`config.mk`:
```
export PLATFORM = sky130hd
export DESIGN_NAME = dual_countdown
export DESIGN_NICKNAME = d
export VERILOG_FILES = /design/src/rtl/dual_countdown_pkg.sv /design/src/rtl/mmss_counter.sv /design/src/rtl/dual_countdown.sv
export SDC_FILE = /design/constraint.sdc
export NUM_CORES = 1
export LEC_CHECK = 0
export ABC_CLOCK_PERIOD_IN_PS = 7500
export CORE_MARGIN = 3
export CORE_UTILIZATION = 45
export CTS_BUF_LIST = sky130_fd_sc_hd__clkbuf_4
export CTS_CLUSTER_SIZE = 30
export DETAILED_ROUTE_END_ITERATION = 16
export HOLD_SLACK_MARGIN = 0.02
export PLACE_DENSITY = 0.76
export SLEW_MARGIN = 20
export SYNTH_ARGS = -nofsm -noshare
export SYNTH_HDL_FRONTEND = slang
export SYNTH_HIERARCHICAL = 1
export SYNTH_SLANG_ARGS = --single-unit
```
`constraint.sdc`:
```
create_clock -name clk -period 7.5 [get_ports clk]
set_clock_uncertainty 0.15 [all_clocks]
set_input_delay 0.75 -clock clk [delete_from_list [all_inputs] [get_ports clk]]
set_output_delay 0.75 -clock clk [all_outputs]
set_load 0.01 [all_outputs]
```
`src/rtl/dual_countdown_pkg.sv`:
```
// Shared definitions for the two-player countdown clock: FSM states, player codes
// and the seconds rollover value.
package dual_countdown_pkg;

  typedef enum logic [1:0] {
    IDLE    = 2'd0,
    RUN     = 2'd1,
    EXPIRED = 2'd2
  } state_t;

  localparam logic [1:0] P1      = 2'b01;
  localparam logic [1:0] P2      = 2'b10;
  localparam logic [5:0] SEC_MAX = 6'd59;

  function automatic logic valid_player(input logic [1:0] p);
    return (p == P1) || (p == P2);
  endfunction

endpackage

```
`src/rtl/mmss_counter.sv`:
```
// One player's mm:ss register with preset, borrow-style decrement and a zero flag.
module mmss_counter
  import dual_countdown_pkg::*;
(
  input  logic       clk,
  input  logic       reset,
  input  logic       load,
  input  logic [5:0] load_min,
  input  logic       dec,
  output logic [5:0] min,
  output logic [5:0] sec,
  output logic       is_zero
);

  // NOTE: sequential state uses non-blocking assignments so every register
  // samples pre-edge values regardless of statement order.
  always_ff @(posedge clk) begin
    if (!reset) begin
      min <= '0;
      sec <= '0;
    end else if (load) begin
      min <= load_min;
      sec <= '0;
    end else if (dec) begin
      if (sec != '0) begin
        sec <= sec - 6'd1;
      end else if (min != '0) begin
        sec <= SEC_MAX;
        min <= min - 6'd1;
      end
    end
  end

  assign is_zero = (min == '0) && (sec == '0);

endmodule

```
`src/rtl/dual_countdown.sv`:
```
// Two-player countdown clock: one-second prescaler, IDLE/RUN/EXPIRED control and
// two mm:ss counters of which only the selected player's one decrements.
module dual_countdown
  import dual_countdown_pkg::*;
#(
  parameter int CLK_HZ  = 100000000,
  parameter int MAX_MIN = 59
) (
  input  logic       clk,
  input  logic       reset,
  input  logic       load,
  input  logic       enable,
  input  logic [5:0] time_in,
  input  logic [1:0] player,
  output logic [5:0] min1,
  output logic [5:0] sec1,
  output logic [5:0] min2,
  output logic [5:0] sec2,
  output logic       flag1,
  output logic       flag2,
  output logic       tick
);

  localparam int            PW      = (CLK_HZ > 1) ? $clog2(CLK_HZ) : 1;
  localparam logic [PW-1:0] PS_TERM = PW'(CLK_HZ - 1);

  state_t        state, state_next;
  logic [PW-1:0] prescaler;
  logic [1:0]    prev_player;
  logic [5:0]    load_min;
  logic          player_ok, player_change;
  logic          count_en, wrap, dec1, dec2, expire1, expire2, zero1, zero2;

  assign player_ok     = valid_player(player);
  assign player_change = (prev_player != player);
  assign load_min      = (time_in > 6'(MAX_MIN)) ? 6'(MAX_MIN) : time_in;

  always_ff @(posedge clk) begin
    if (!reset) state <= IDLE;
    else        state <= state_next;
  end

  // NOTE: every always_comb output gets a default first so no path leaves it
  // unassigned and infers a latch.
  always_comb begin
    state_next = state;
    if (load) begin
      state_next = IDLE;
    end else begin
      case (state)
        IDLE:    if (enable && player_ok) state_next = RUN;
        RUN:     if (expire1 || expire2)  state_next = EXPIRED;
        default: state_next = state;
      endcase
    end
  end

  // A tick at 00:00 expires the running player instead of decrementing it.
  always_comb begin
    count_en = 1'b0;
    wrap     = 1'b0;
    dec1     = 1'b0;
    dec2     = 1'b0;
    expire1  = 1'b0;
    expire2  = 1'b0;
    if (!load && state == RUN && enable && player_ok && !player_change) begin
      count_en = 1'b1;
      if (prescaler == PS_TERM) begin
        wrap = 1'b1;
        if (player == P1) begin
          if (zero1) expire1 = 1'b1;
          else       dec1    = 1'b1;
        end else begin
          if (zero2) expire2 = 1'b1;
          else       dec2    = 1'b1;
        end
      end
    end
  end

  always_ff @(posedge clk) begin
    if (!reset) begin
      prescaler   <= '0;
      prev_player <= 2'b00;
      tick        <= 1'b0;
      flag1       <= 1'b0;
      flag2       <= 1'b0;
    end else begin
      prev_player <= player;
      tick        <= wrap;
      if (load || player_change) prescaler <= '0;
      else if (count_en)         prescaler <= wrap ? '0 : prescaler + PW'(1);
      if (load) begin
        flag1 <= 1'b0;
        flag2 <= 1'b0;
      end else begin
        if (expire1) flag1 <= 1'b1;
        if (expire2) flag2 <= 1'b1;
      end
    end
  end

  mmss_counter u_p1 (
    .clk     (clk),
    .reset   (reset),
    .load    (load),
    .load_min(load_min),
    .dec     (dec1),
    .min     (min1),
    .sec     (sec1),
    .is_zero (zero1)
  );

  mmss_counter u_p2 (
    .clk     (clk),
    .reset   (reset),
    .load    (load),
    .load_min(load_min),
    .dec     (dec2),
    .min     (min2),
    .sec     (sec2),
    .is_zero (zero2)
  );

endmodule

```
==> flow_metrics.env <==
export IMPL_syn_to_final_growth_pct=16.7
export IMPL_max_freq_mhz=200
export IMPL_start_util_pct=47.8
export IMPL_clock_latency_ns=0.39
export IMPL_grt_antenna_before_repair=0
export IMPL_period_needed_ns=5.00
export IMPL_fill_cells=641
export IMPL_final_nets=427
export IMPL_r2r_cells=9
export IMPL_final_util_pct=55.8
export IMPL_slew_viol_final=0
export IMPL_ant_nets=0
export IMPL_hold_depth=1
export IMPL_dpl_cell_area_um2=3540
export IMPL_synthArstFlopShare_pct=0
export IMPL_holdWs_ns=0.322
export IMPL_crit_path_end_kind="flip-flop"
export IMPL_fp_dieW_um=89.3
export IMPL_irDropWorstVdd_mv=0.0914
export IMPL_layout_common_cells="nor2_1 (58), dfxtp_1 (58), clkdlybuf4s50_1 (38)"
export IMPL_synth_seq_cells=58
export IMPL_worstPathMaxFanout=12
export IMPL_yosys_area_top_type_share_pct=37.2
export IMPL_numPortBuffers=38
export IMPL_syn_inst=367
export IMPL_syn_cell_area_um2=3120
export IMPL_powerDensity_nw_per_um2=153
export IMPL_post_drt_wl_per_cell_um=13.6
export IMPL_post_place_ws_ns=2.13
export IMPL_syn_num_nets=389
export IMPL_grt_pass1_vias=2553
export IMPL_multiInputGateArea_um2=1820
export IMPL_first_pass_iters=4
export IMPL_drc=0
export IMPL_drt_iter0_markers=108
export IMPL_numCtsBuffers=9
export IMPL_hold_path_class="reg2reg"
export IMPL_maxCapViolations=0
export IMPL_status="completed"
export IMPL_finalPower_uw=558
export IMPL_fin_area_um2=3640
export IMPL_drive_gt1_share_pct=7.80
export IMPL_post_place_cells=471
export IMPL_setup_ws_ns=2.50
export IMPL_via_per_inst=5.52
export IMPL_cts_setup_buffers=0
export IMPL_hold_viol=0
export IMPL_die_area_um2=7970
export IMPL_grt_max_degree=28
export IMPL_via_count=2687
export IMPL_fin_tns_setup_ns=0
export IMPL_grt_overflow=0
export IMPL_ios=39
export IMPL_die_y_um=89.3
export IMPL_crit_arrival_ns=5.18
export IMPL_p_leak_nw=1.19
export IMPL_root_buffer="clkbuf_4"
export IMPL_synth_edf_count=0
export IMPL_post_synth_num_cell_types=50
export IMPL_hold_buffers=0
export IMPL_ys_seq_area_share_pct=37.2
export IMPL_cts_resized=0
export IMPL_worst_pin_slew_ns=0.828
export IMPL_final_cell_count_no_fill=487
export IMPL_antenna_cells=0
export IMPL_yosysWarnings=6
export IMPL_ys_flop_type="dfxtp_1"
export IMPL_postSynthAreaPerCell_um2=8.51
export IMPL_dp_hpwl_mm=4.77
export IMPL_cp_required_ns=7.68
export IMPL_clk_path_buf_depth=2
export IMPL_cts_tree="done"
export IMPL_cts_max_level=3
export IMPL_groute_usage_overall_pct=18.4
export IMPL_grt_pass1_wl_mm=11.5
export IMPL_yosys_top_cells_area="dfxtp_1 (37%), nor2_1 (7.0%), xnor2_1 (6.5%)"
export IMPL_cts_clk_slew_worst_paths_ns=0.09
export IMPL_clock_sinks=58
export IMPL_routed_wl_mm=6.61
export IMPL_crit_type="in2reg"
export IMPL_regArea_um2=1160
export IMPL_routabilityCongestion=0.844
export IMPL_synth_top_area_cell="dfxtp_1"
export IMPL_start_kind="input port"
export IMPL_rsz0062_at_grt="no"
export IMPL_finalSetupViolations=0
export IMPL_period_share_pct=66.7
export IMPL_slew_limit_headroom_pct=44.7
export IMPL_core_area_um2=6530
export IMPL_rows=29
-- layout make-up --
| type | instances | share of cell area, % |
|---|---|---|
| multi-input cells | 277 | 50.0 |
| flip-flops and latches | 58 | 31.9 |
| repair buffers | 38 | 10.4 |
| well taps | 77 | 2.65 |
| clock buffers | 11 | 2.27 |
| inverters | 21 | 2.16 |
| clock inverters | 5 | 0.584 |
-- where the power goes --
part	internal (mW)	switching, mW
combinational	0.0271	0.0311
clock	0.0714	0.109
sequential	0.313	0.00636
total	0.411	0.147
-- path summary, 6_finish.rpt --
check | from | endpoint | slack, ns
worst min register to register | flag1 | flag1 | 0.32
worst max register to register | prescaler[0] | u_p1/min[1] | 3.42
worst min-delay path | flag1 | flag1 | 0.32
worst max-delay path | player[1] | u_p1/min[1] | 2.50
-- cells in the mapped netlist (5+ instances only) --
cell type and number:
a211oi_1 6, a21oi_1 19, clkbuf_1 5, dfxtp_1 58, ha_1 10, inv_1 19
nand2_1 18, nand3_1 15, nand4_1 14, nor2_1 58, nor2b_1 5, nor3_1 19
nor4_1 8, o21a_1 5, o21ai_0 12, or3_1 5, xnor2_1 23, xor2_1 5
-- state kept, by name, indices dropped and copies added (netlist names), 2 cells and up --
signal / cells
u_p2/sec: 6
prev_player: 2
u_p2/min: 6
u_p1/min: 6
prescaler: 27
u_p1/sec: 6
state: 2
-- cells by family after synthesis --
| group | share of synthesized area [%] |
|---|---|
| and+or+nand+nor | 31.2 |
| AOI/OAI and AO/OA | 12.9 |
| DFF | 37.2 |
| buffers and inverters | 4.45 |
| xor gates and xnor gates | 8.90 |
| adders and majority gates | 4.01 |
| muxes | 1.28 |
-- worst max-delay path, stage by stage --
cell,delay [ns]
clkdlybuf4s50_1,0.55
inv_1,0.09
ha_1,0.29
and4bb_1,0.33
nand4_1,0.42
or4_1,0.83
nor3b_1,0.74
nor3b_4,0.40
o211ai_2,0.17
or4b_1,0.53
nand3_1,0.09
-- metal layers --
layer / up-vias / track usage, % / wire [µm]
met5: - / 0 / 0
met4: 0 / 5.41 / 99
met3: 9 / 6.82 / 319
met2: 51 / 30.7 / 3140
met1: 1232 / 22.2 / 3050
li1: 1395 / - / -
(Power assumes the default switching activity.)
